===== config.mk =====
export PLATFORM = sky130hd
export DESIGN_NAME = lsu_axil_ctrl_flat
export DESIGN_NICKNAME = d
export VERILOG_FILES = /design/src/rtl/lsu_axil_ctrl_if.sv /design/src/rtl/lsu_axil_ctrl.sv /design/src/flat_wrapper.sv
export SDC_FILE = /design/constraint.sdc
export NUM_CORES = 1
export LEC_CHECK = 0
export CELL_PAD_IN_SITES_DETAIL_PLACEMENT = 1
export CELL_PAD_IN_SITES_GLOBAL_PLACEMENT = 1
export CORE_ASPECT_RATIO = 0.75
export CORE_MARGIN = 5
export CORE_UTILIZATION = 28
export CTS_CLUSTER_DIAMETER = 80
export DETAILED_ROUTE_END_ITERATION = 8
export PLACE_DENSITY = 0.8
export SYNTH_ARGS = -nofsm -noshare
export SYNTH_HDL_FRONTEND = slang
export SYNTH_SLANG_ARGS = --single-unit

===== constraint.sdc =====
create_clock -name clk_i -period 2.6 [get_ports clk_i]
set_input_delay 0.39 -clock clk_i [delete_from_list [all_inputs] [get_ports clk_i]]
set_output_delay 0.39 -clock clk_i [all_outputs]
set_load 0.01 [all_outputs]

===== src/rtl/lsu_axil_ctrl_if.sv =====
// AXI4-Lite master bundle used by the MEM-stage load/store controller.
// The master modport is the controller's view; the slave modport is the
// interconnect (or bench memory) view.
interface lsu_axil_ctrl_if #(
  parameter int ADDR_W = 32
);
  // Read address / read data channels
  logic [ADDR_W-1:0] araddr;
  logic [2:0]        arprot;
  logic              arvalid;
  logic              arready;
  logic [31:0]       rdata;
  logic [1:0]        rresp;
  logic              rvalid;
  logic              rready;

  // Write address / write data / write response channels
  logic [ADDR_W-1:0] awaddr;
  logic [2:0]        awprot;
  logic              awvalid;
  logic              awready;
  logic [31:0]       wdata;
  logic [3:0]        wstrb;
  logic              wvalid;
  logic              wready;
  logic [1:0]        bresp;
  logic              bvalid;
  logic              bready;

  modport master (
    output araddr, arprot, arvalid, input arready,
    input  rdata, rresp, rvalid, output rready,
    output awaddr, awprot, awvalid, input awready,
    output wdata, wstrb, wvalid, input wready,
    input  bresp, bvalid, output bready
  );

  modport slave (
    input  araddr, arprot, arvalid, output arready,
    output rdata, rresp, rvalid, input rready,
    input  awaddr, awprot, awvalid, output awready,
    input  wdata, wstrb, wvalid, output wready,
    output bresp, bvalid, input bready
  );
endinterface


===== src/rtl/lsu_axil_ctrl.sv =====
// MEM-stage load/store controller: converts a decoded load/store request into
// a single AXI4-Lite transaction, aligns store data/strobes, extracts and
// extends load data, and holds the pipeline until the transaction retires.
// Only one transaction is ever outstanding.
module lsu_axil_ctrl #(
  parameter int         ADDR_W = 32,
  parameter logic [2:0] AXPROT = 3'b000
) (
  input  logic        clk_i,
  input  logic        rst_i,
  input  logic        mem_rd_en_i,
  input  logic        mem_wr_en_i,
  input  logic [31:0] mem_addr_i,
  input  logic [31:0] mem_wdata_i,
  input  logic [1:0]  mem_size_i,
  input  logic        mem_unsigned_i,
  output logic        stall_o,
  output logic [31:0] rdata_o,
  output logic        rdata_valid_o,
  output logic        misaligned_o,
  output logic        bus_err_o,
  lsu_axil_ctrl_if.master m_axil
);

  typedef enum logic [2:0] {
    IDLE,
    RD_ADDR,
    RD_DATA,
    WR_REQ,
    WR_RESP,
    DONE
  } state_e;

  state_e            state_q, state_d;
  logic [ADDR_W-1:0] addr_q;
  logic [1:0]        size_q;
  logic              unsigned_q;
  logic              isLoad_q;
  logic [31:0]       wdata_q;
  logic [3:0]        wstrb_q;
  logic              awDone_q;
  logic              wDone_q;
  logic              err_q;
  logic [31:0]       rdata_q;

  logic              anyReq;
  logic              misaligned;
  logic              acceptReq;
  logic [31:0]       alignedWdata;
  logic [3:0]        alignedWstrb;
  logic [7:0]        byteLane;
  logic [15:0]       halfLane;
  logic [31:0]       loadValue;

  assign anyReq    = mem_rd_en_i | mem_wr_en_i;
  assign acceptReq = (state_q == IDLE) && anyReq && !misaligned;

  // Address/size legality of the incoming request; size 11 is never legal
  always_comb begin
    misaligned = 1'b0;
    case (mem_size_i)
      2'b00:   misaligned = 1'b0;
      2'b01:   misaligned = mem_addr_i[0];
      2'b10:   misaligned = (mem_addr_i[1:0] != 2'b00);
      default: misaligned = 1'b1;
    endcase
  end

  // Replicate store data across lanes and place the byte strobes on the addressed lanes
  always_comb begin
    alignedWdata = mem_wdata_i;
    alignedWstrb = 4'b1111;
    case (mem_size_i)
      2'b00: begin
        alignedWdata = {4{mem_wdata_i[7:0]}};
        alignedWstrb = 4'b0001 << mem_addr_i[1:0];
      end
      2'b01: begin
        alignedWdata = {2{mem_wdata_i[15:0]}};
        alignedWstrb = 4'b0011 << mem_addr_i[1:0];
      end
      default: ;
    endcase
  end

  // Pick the addressed lane out of the returned word and sign/zero extend it
  always_comb begin
    byteLane  = m_axil.rdata[{addr_q[1:0], 3'b000} +: 8];
    halfLane  = m_axil.rdata[{addr_q[1], 4'b0000} +: 16];
    loadValue = m_axil.rdata;
    case (size_q)
      2'b00:   loadValue = unsigned_q ? {24'b0, byteLane} : {{24{byteLane[7]}}, byteLane};
      2'b01:   loadValue = unsigned_q ? {16'b0, halfLane} : {{16{halfLane[15]}}, halfLane};
      default: loadValue = m_axil.rdata;
    endcase
  end

  // FSM state register
  always_ff @(posedge clk_i) begin
    if (rst_i) begin
      state_q <= IDLE;
    end else begin
      state_q <= state_d;
    end
  end

  // Next-state logic plus all handshake, stall and pulse outputs
  always_comb begin
    state_d        = state_q;
    stall_o        = 1'b0;
    misaligned_o   = 1'b0;
    rdata_valid_o  = 1'b0;
    bus_err_o      = 1'b0;
    m_axil.arvalid = 1'b0;
    m_axil.rready  = 1'b0;
    m_axil.awvalid = 1'b0;
    m_axil.wvalid  = 1'b0;
    m_axil.bready  = 1'b0;
    case (state_q)
      IDLE: begin
        if (anyReq) begin
          if (misaligned) begin
            misaligned_o = 1'b1;
          end else begin
            stall_o = 1'b1;
            state_d = mem_rd_en_i ? RD_ADDR : WR_REQ;
          end
        end
      end
      RD_ADDR: begin
        stall_o        = 1'b1;
        m_axil.arvalid = 1'b1;
        if (m_axil.arready) state_d = RD_DATA;
      end
      RD_DATA: begin
        stall_o       = 1'b1;
        m_axil.rready = 1'b1;
        if (m_axil.rvalid) state_d = DONE;
      end
      WR_REQ: begin
        stall_o        = 1'b1;
        m_axil.awvalid = !awDone_q;
        m_axil.wvalid  = !wDone_q;
        if ((awDone_q || m_axil.awready) && (wDone_q || m_axil.wready)) state_d = WR_RESP;
      end
      WR_RESP: begin
        stall_o       = 1'b1;
        m_axil.bready = 1'b1;
        if (m_axil.bvalid) state_d = DONE;
      end
      DONE: begin
        rdata_valid_o = isLoad_q;
        bus_err_o     = err_q;
        state_d       = IDLE;
      end
      default: state_d = IDLE;
    endcase
  end

  // Request latch, per-channel write completion flags, load capture and error tracking
  always_ff @(posedge clk_i) begin
    if (rst_i) begin
      addr_q     <= '0;
      size_q     <= 2'b00;
      unsigned_q <= 1'b0;
      isLoad_q   <= 1'b0;
      wdata_q    <= 32'h0;
      wstrb_q    <= 4'h0;
      awDone_q   <= 1'b0;
      wDone_q    <= 1'b0;
      err_q      <= 1'b0;
      rdata_q    <= 32'h0;
    end else begin
      if (acceptReq) begin
        addr_q     <= mem_addr_i[ADDR_W-1:0];
        size_q     <= mem_size_i;
        unsigned_q <= mem_unsigned_i;
        isLoad_q   <= mem_rd_en_i;
        wdata_q    <= alignedWdata;
        wstrb_q    <= alignedWstrb;
        awDone_q   <= 1'b0;
        wDone_q    <= 1'b0;
        err_q      <= 1'b0;
      end
      if (m_axil.awvalid && m_axil.awready) awDone_q <= 1'b1;
      if (m_axil.wvalid && m_axil.wready) wDone_q <= 1'b1;
      if (m_axil.rready && m_axil.rvalid) begin
        rdata_q <= loadValue;
        err_q   <= (m_axil.rresp != 2'b00);
      end
      if (m_axil.bready && m_axil.bvalid) err_q <= (m_axil.bresp != 2'b00);
    end
  end

  assign m_axil.araddr = addr_q;
  assign m_axil.arprot = AXPROT;
  assign m_axil.awaddr = addr_q;
  assign m_axil.awprot = AXPROT;
  assign m_axil.wdata  = wdata_q;
  assign m_axil.wstrb  = wstrb_q;
  assign rdata_o       = rdata_q;

endmodule


===== src/flat_wrapper.sv =====
// flat-port wrapper written by rule: the top's interface ports become plain ports
module lsu_axil_ctrl_flat 
#(
  parameter int         ADDR_W = 32,
  parameter logic [2:0] AXPROT = 3'b000
)
  (clk_i, rst_i, mem_rd_en_i, mem_wr_en_i, mem_addr_i, mem_wdata_i, mem_size_i, mem_unsigned_i, stall_o, rdata_o, rdata_valid_o, misaligned_o, bus_err_o, m_axil_araddr, m_axil_arprot, m_axil_arvalid, m_axil_arready, m_axil_rdata, m_axil_rresp, m_axil_rvalid, m_axil_rready, m_axil_awaddr, m_axil_awprot, m_axil_awvalid, m_axil_awready, m_axil_wdata, m_axil_wstrb, m_axil_wvalid, m_axil_wready, m_axil_bresp, m_axil_bvalid, m_axil_bready);
  lsu_axil_ctrl_if #(.ADDR_W(ADDR_W)) m_axil_i ();
  input  logic clk_i;
  input  logic rst_i;
  input  logic mem_rd_en_i;
  input  logic mem_wr_en_i;
  input  logic [31:0] mem_addr_i;
  input  logic [31:0] mem_wdata_i;
  input  logic [1:0] mem_size_i;
  input  logic mem_unsigned_i;
  output logic stall_o;
  output logic [31:0] rdata_o;
  output logic rdata_valid_o;
  output logic misaligned_o;
  output logic bus_err_o;
  output wire logic [$bits(m_axil_i.araddr)-1:0] m_axil_araddr;
  output wire logic [$bits(m_axil_i.arprot)-1:0] m_axil_arprot;
  output wire logic [$bits(m_axil_i.arvalid)-1:0] m_axil_arvalid;
  input wire logic [$bits(m_axil_i.arready)-1:0] m_axil_arready;
  input wire logic [$bits(m_axil_i.rdata)-1:0] m_axil_rdata;
  input wire logic [$bits(m_axil_i.rresp)-1:0] m_axil_rresp;
  input wire logic [$bits(m_axil_i.rvalid)-1:0] m_axil_rvalid;
  output wire logic [$bits(m_axil_i.rready)-1:0] m_axil_rready;
  output wire logic [$bits(m_axil_i.awaddr)-1:0] m_axil_awaddr;
  output wire logic [$bits(m_axil_i.awprot)-1:0] m_axil_awprot;
  output wire logic [$bits(m_axil_i.awvalid)-1:0] m_axil_awvalid;
  input wire logic [$bits(m_axil_i.awready)-1:0] m_axil_awready;
  output wire logic [$bits(m_axil_i.wdata)-1:0] m_axil_wdata;
  output wire logic [$bits(m_axil_i.wstrb)-1:0] m_axil_wstrb;
  output wire logic [$bits(m_axil_i.wvalid)-1:0] m_axil_wvalid;
  input wire logic [$bits(m_axil_i.wready)-1:0] m_axil_wready;
  input wire logic [$bits(m_axil_i.bresp)-1:0] m_axil_bresp;
  input wire logic [$bits(m_axil_i.bvalid)-1:0] m_axil_bvalid;
  output wire logic [$bits(m_axil_i.bready)-1:0] m_axil_bready;
  assign m_axil_araddr = m_axil_i.araddr;
  assign m_axil_arprot = m_axil_i.arprot;
  assign m_axil_arvalid = m_axil_i.arvalid;
  assign m_axil_i.arready = m_axil_arready;
  assign m_axil_i.rdata = m_axil_rdata;
  assign m_axil_i.rresp = m_axil_rresp;
  assign m_axil_i.rvalid = m_axil_rvalid;
  assign m_axil_rready = m_axil_i.rready;
  assign m_axil_awaddr = m_axil_i.awaddr;
  assign m_axil_awprot = m_axil_i.awprot;
  assign m_axil_awvalid = m_axil_i.awvalid;
  assign m_axil_i.awready = m_axil_awready;
  assign m_axil_wdata = m_axil_i.wdata;
  assign m_axil_wstrb = m_axil_i.wstrb;
  assign m_axil_wvalid = m_axil_i.wvalid;
  assign m_axil_i.wready = m_axil_wready;
  assign m_axil_i.bresp = m_axil_bresp;
  assign m_axil_i.bvalid = m_axil_bvalid;
  assign m_axil_bready = m_axil_i.bready;
  lsu_axil_ctrl #(.ADDR_W(ADDR_W), .AXPROT(AXPROT)) u_core (.clk_i(clk_i), .rst_i(rst_i), .mem_rd_en_i(mem_rd_en_i), .mem_wr_en_i(mem_wr_en_i), .mem_addr_i(mem_addr_i), .mem_wdata_i(mem_wdata_i), .mem_size_i(mem_size_i), .mem_unsigned_i(mem_unsigned_i), .stall_o(stall_o), .rdata_o(rdata_o), .rdata_valid_o(rdata_valid_o), .misaligned_o(misaligned_o), .bus_err_o(bus_err_o), .m_axil(m_axil_i));
endmodule

# Yosys cells after proc, flatten, opt, wreduce, memory -nomap -nowiden
# Index checks and enable logic that the tools add are counted.
# totals
inputBits,112
elab_cells,85
out_inout_bits,147
register_bits,110
# classes
muxes,32
reduce_logical,23
n_bitwise,1
n_eq_ne,14
shift,4
# op_table
operator,n
32-bit case mux with 2 select lines,2
32-bit two-way mux,2
32-bit by 6-bit variable part select with 16-bit output,1
32-bit by 6-bit variable part select with 8-bit output,1
3-bit two-way mux,6
1-bit two-way mux,17
3-bit case mux with 5 select lines,1
2-bit nonzero test,5
2-bit != test (second input constant),4
4-bit case mux with 2 select lines,1
1-bit logical AND,7
3-bit by 2-bit == test with 1-bit output (second input constant),2
3-bit == test (second input constant),2
6-bit AND reduction,1
2-bit by 1-bit == test with 1-bit output (second input constant),2
2-bit zero test,2
2-bit by 1-bit != test with 1-bit output (second input constant),2
4-bit OR reduction,1
1-bit by 2-bit << shifter with 4-bit output (first input constant),1
2-bit by 2-bit << shifter with 4-bit output (first input constant),1
3-bit by 1-bit == test with 1-bit output (second input constant),1
1-bit zero test,3
3-bit zero test,1
1-bit case mux with 3 select lines,1
6 further kinds,7

# Longest topological paths before layout
# depth
word_depth,7
ltp_mapped,8
ltp_nobuf,4

# Least setup slack after synthesis
# OpenSTA, ideal clock, no wires.
# synth_timing
path_kind,in2reg
start,in mem_addr_i[0]
end,reg u_core.awDone_q
setup_slack_ns,0.681
setup_ns,0.128
arrival_ns,1.792
t_required_ns,2.472
n_path_buf,4
stages,8
path_cell_list,buf_2 or3_1 clkbuf_1 a211o_1 clkbuf_1 buf_2 a22oi_1 nor2_1
# synth_via
elab_chain_cells,5
# synth_lines
item,line,rtl
"start, declared",flat_wrapper.sv:13,input logic [31:0] mem_addr_i;
2-bit nonzero test,lsu_axil_ctrl.sv:64,2'b10: misaligned = (mem_addr_i[1:0] != 2'b00);
1-bit case mux with 3 select lines (*),lsu_axil_ctrl.sv:61,case (mem_size_i)
1-bit zero test (*),lsu_axil_ctrl.sv:56,assign acceptReq = (state_q == IDLE) && anyReq && !misaligned;
1-bit logical AND (*),lsu_axil_ctrl.sv:56,
2-bit nonzero test (no source line) (*),n/a,
"end signal, assigned",lsu_axil_ctrl.sv:169,awDone_q <= 1'b0;
"end signal, assigned",lsu_axil_ctrl.sv:181,awDone_q <= 1'b0;
"end signal, assigned",lsu_axil_ctrl.sv:185,if (m_axil.awvalid && m_axil.awready) awDone_q <= 1'b1;
"end, declared",lsu_axil_ctrl.sv:41,logic awDone_q;
# Every way passes the cells marked *; elsewhere a longest branch is shown, timed or not.
# A chain may end at the register's enable or synchronous reset.

# Final worst setup path
# layout_timing
start,in mem_size_i[0]
end,out stall_o
# layout_via
elab_chain_cells,5
word_cells_on_any_way,7
classes_between,2 x eq/ne; 4 x mux; 1 x reduce/logical
# layout_lines
item,line,rtl
"start, declared",flat_wrapper.sv:15,input logic [1:0] mem_size_i;
"2-bit == test, or another cell as far along",lsu_axil_ctrl.sv:61,
1-bit case mux with 3 select lines (*),lsu_axil_ctrl.sv:61,
1-bit two-way mux (*),lsu_axil_ctrl.sv:122,if (misaligned) begin
1-bit two-way mux (*),lsu_axil_ctrl.sv:121,if (anyReq) begin
1-bit case mux with 2 select lines (*),lsu_axil_ctrl.sv:119,case (state_q)
"end, declared",flat_wrapper.sv:17,output logic stall_o;
# Marks and branches as above.

==> flow_summary.toml <==
[setup_path]
path_class = "in2out"
required_ns = 2.21
crit_family = "buffers and inverters"
worst_path_most_repeated_cell = "clkdlybuf4s50_1"
crit_path_start_kind = "primary input"
path_buf_inv = 2
slowest_delay_ns = 0.54
cp_slowest_cell = "clkdlybuf4s50_1"
path_cells = "clkdlybuf4s50_1 > or3_4 > a21oi_2 > o21a_1 > clkdlybuf4s50_1"
crit_fanout = 5
critPathCaptureType = "output pin"
critPathArrivalTime_ns = 2.16

[clock_network]
clk_pin_slew_worst_paths_ns = 0.07
cts.path.max_buffers = 2
cts_tree = "done"
cts_made_buffers = 9
cts_setup_buffers = 0
cts.sinks = 110
cts_root_buf = "clkbuf_16"
clk_latency_ns = 0.35
ctsHoldBuffers = 0
h-tree-depth = 3

[global_route]
grt_pass1_wl_mm = 31.3
grt_pass1_vias = 5694
grt-ovfl-total = 0
grt_max_degree = 65
track_usage_pct = 18.5
antenna_found_initial = 1

[yosys]
muxShareOfSynthArea_pct = 6.36
synthSimpleGateAreaFrac_pct = 20.0
avgSynthCellArea_um2 = 8.01
synth_compound_area_share_pct = 19.8
ys_seq_elements = 110
ys_async_sr_fraction_pct = 0
yosysWarningCount = 0
synth_edf_count = 0
ys_seq_area_share_pct = 43.2
synth_top_flop_cell = "dfxtp_1"
syn_inst = 636
synth_top_family_by_area = "simple AND/OR/NAND/NOR gates"
syn_area_um2 = 5090
synth_xor_area_share_pct = 0.172
yosysUniqueCellTypes = 46
synth-adder-area-share_pct = 0

[power_and_ir_drop]
leakage_nw = 2.75
finalPower_mw = 6.34
cellPowerDensity_nw_per_um2 = 798
ir_drop_v = 0.000261

[die]
num_rows = 42
dieArea_um2 = 21000
ioPinCount = 259
die_w_um = 166
die_h_um = 127
core_um2 = 17800
start_util_pct = 28.7

[timing]
setup_viol = 0
fin_crit_sh_pct = 98.2
worst_pin_slew_ns = 0.728
setup-tns-final_ns = 0
skew_ns = 0.00929
finalHoldViolCount = 0
setup_slack_ns = 0.0474
period_needed_ns = 2.55
fmax_ghz = 0.392
slew_viol_final = 0
maxSlewHeadroom_pct = 51.1

[layout]
ff_latch_area_um2 = 2200
layout.cells.non_filler = 1083
syn_to_final_growth_pct = 56.0
nFillCells = 2122
fin_nets = 948
multi_input_area_um2 = 2400
antennaDiodeCount = 0
drive_gt1_share_pct = 6.42

[place]
post-dp-hpwl_mm = 14.8
io_buffers = 252
dpl.cell_count = 1067
gp_congestion = 0.812
dp_slack_ns = -0.0398

[min_path]
hp-class = "reg2reg"

[drt]
drtIter0Drc = 274
firstDrtPassIters = 7
drc = 0
routed_wl_mm = 19.9
wire_per_inst_um = 18.4
viasPerCell = 4.86
ant_nets = 0
vias = 5265

[job]
cap_violations = 0

[status]
status = "finished clean"
timing repair:
item                                   CTS  global route
gates resized for setup                  1             1
endpoints found under the hold margin    0             0
setup endpoints to repair                1             1
pin swaps                                0             0
state kept, by name (all words and copies together), names as in the netlist:
name / cells
u_core.awDone_q: 1
u_core.err_q: 1
u_core.isLoad_q: 1
u_core.m_axil.araddr: 32
u_core.m_axil.wdata: 32
u_core.m_axil.wstrb: 4
u_core.rdata_o: 32
u_core.size_q: 2
u_core.state_q: 3
u_core.unsigned_q: 1
u_core.wDone_q: 1
cells in the final DEF (no fill, tap or decap), types with 2 or more instances in the layout:
master           Yosys  layout
clkbuf_16            0       9
nor2_1              56      56
a21oi_1             57      56
buf_4               40      17
nand2b_1             2       2
a222oi_1             6       6
nor3_1               9       9
clkdlybuf4s50_1      0     251
clkinv_2             0       2
nand2_1            148     148
nand3b_1             8       8
nor2b_1              2       2
and3_1               2       2
buf_12               0       4
a211oi_1            39      39
mux2i_1             20      20
dfxtp_1            110     110
a22oi_1              2       2
mux2_2               9       9
a311oi_1            10      10
inv_1                6       6
inv_6                0       3
nor3b_1              6       6
o21ai_0             31      31
conb_1               1       6
o211ai_1             2       2
routing by layer:
layer | up-vias | GRT usage [%] | share of wire (%)
li1 | 2552 | - | -
met1 | 2499 | 24.9 | 47
met2 | 188 | 28.8 | 45
met3 | 24 | 5.69 | 6.0
met4 | 2 | 5.00 | 1.6
met5 | - | 0 | 0.035
where the power goes:
part	total, mW	leakage [nW]	switching, mW	internal (mW)
combinational	2.62	1.70	1.29	1.33
clock	1.44	0.153	0.680	0.763
sequential	2.28	0.898	0.261	2.02
total	6.34	2.75	2.23	4.11
final timing paths:
kind         slack (ns)             start                 to  cells past startpoint
max                0.05     mem_size_i[0]            stall_o                      5
min                0.46   u_core.isLoad_q    u_core.isLoad_q                      2
max reg2reg        0.53  u_core.size_q[1]  u_core.rdata_o[4]                      4
min reg2reg        0.46   u_core.isLoad_q    u_core.isLoad_q                      2
final cells by class:
cell class | instances | area share [%]
multi-input cells | 437 | 30.2
inverters | 6 | 0.283
clock buffers | 9 | 2.83
well taps | 242 | 3.81
repair buffers | 272 | 34.2
flip-flops and latches | 110 | 27.7
clock inverters | 7 | 0.976
metrics by stage:
step	cell area (um2)	util [%]	hold slack (ns)
final	7950	44.8	0.455
after global routing	7950	44.8	0.479
after CTS	7950	44.7	0.455
after detailed placement	7640	43.0	0.445
after global placement	7640	43.0	0.442
after floorplan	5110	-	0.432
kinds of logic (layout without fill, tap and decap cells):
| kind of cell | count (synthesis) | in the layout |
|---|---|---|
| DFF | 110 | 110 |
| and+or+nand+nor | 241 | 241 |
| muxes | 30 | 30 |
| buffers and inverters | 94 | 294 |
| AOI/OAI and AO/OA | 159 | 159 |
| xor gates and xnor gates | 1 | 1 |
| other | 1 | 6 |
worst min-delay path, delay by kind of cell, from the launching register on:
kind	cells	cell delay, ns
compound gates	1	0.05
flops	1	0.31
simple gates	1	0.05
cell usage after synthesis, types with 2 or more instances:
cell type | n | area share [%]
nor2b_1 | 2 | 0.25
mux2_2 | 9 | 2.0
buf_4 | 40 | 5.9
o211ai_1 | 2 | 0.29
a21oi_1 | 57 | 5.6
inv_1 | 6 | 0.44
a311oi_1 | 10 | 1.7
mux2i_1 | 20 | 3.9
and3_1 | 2 | 0.25
a211oi_1 | 39 | 5.7
nand2b_1 | 2 | 0.25
nand3b_1 | 8 | 1.2
nor2_1 | 56 | 4.1
o21ai_0 | 31 | 3.0
clkbuf_1 | 36 | 2.7
a222oi_1 | 6 | 1.2
a22oi_1 | 2 | 0.29
buf_6 | 2 | 0.44
or3_1 | 2 | 0.25
nor3b_1 | 6 | 0.88
nand2_1 | 148 | 11
dfxtp_1 | 110 | 43
buf_2 | 9 | 0.88
nor3_1 | 9 | 0.88
No activity file was read; power rests on OpenSTA's default activity.
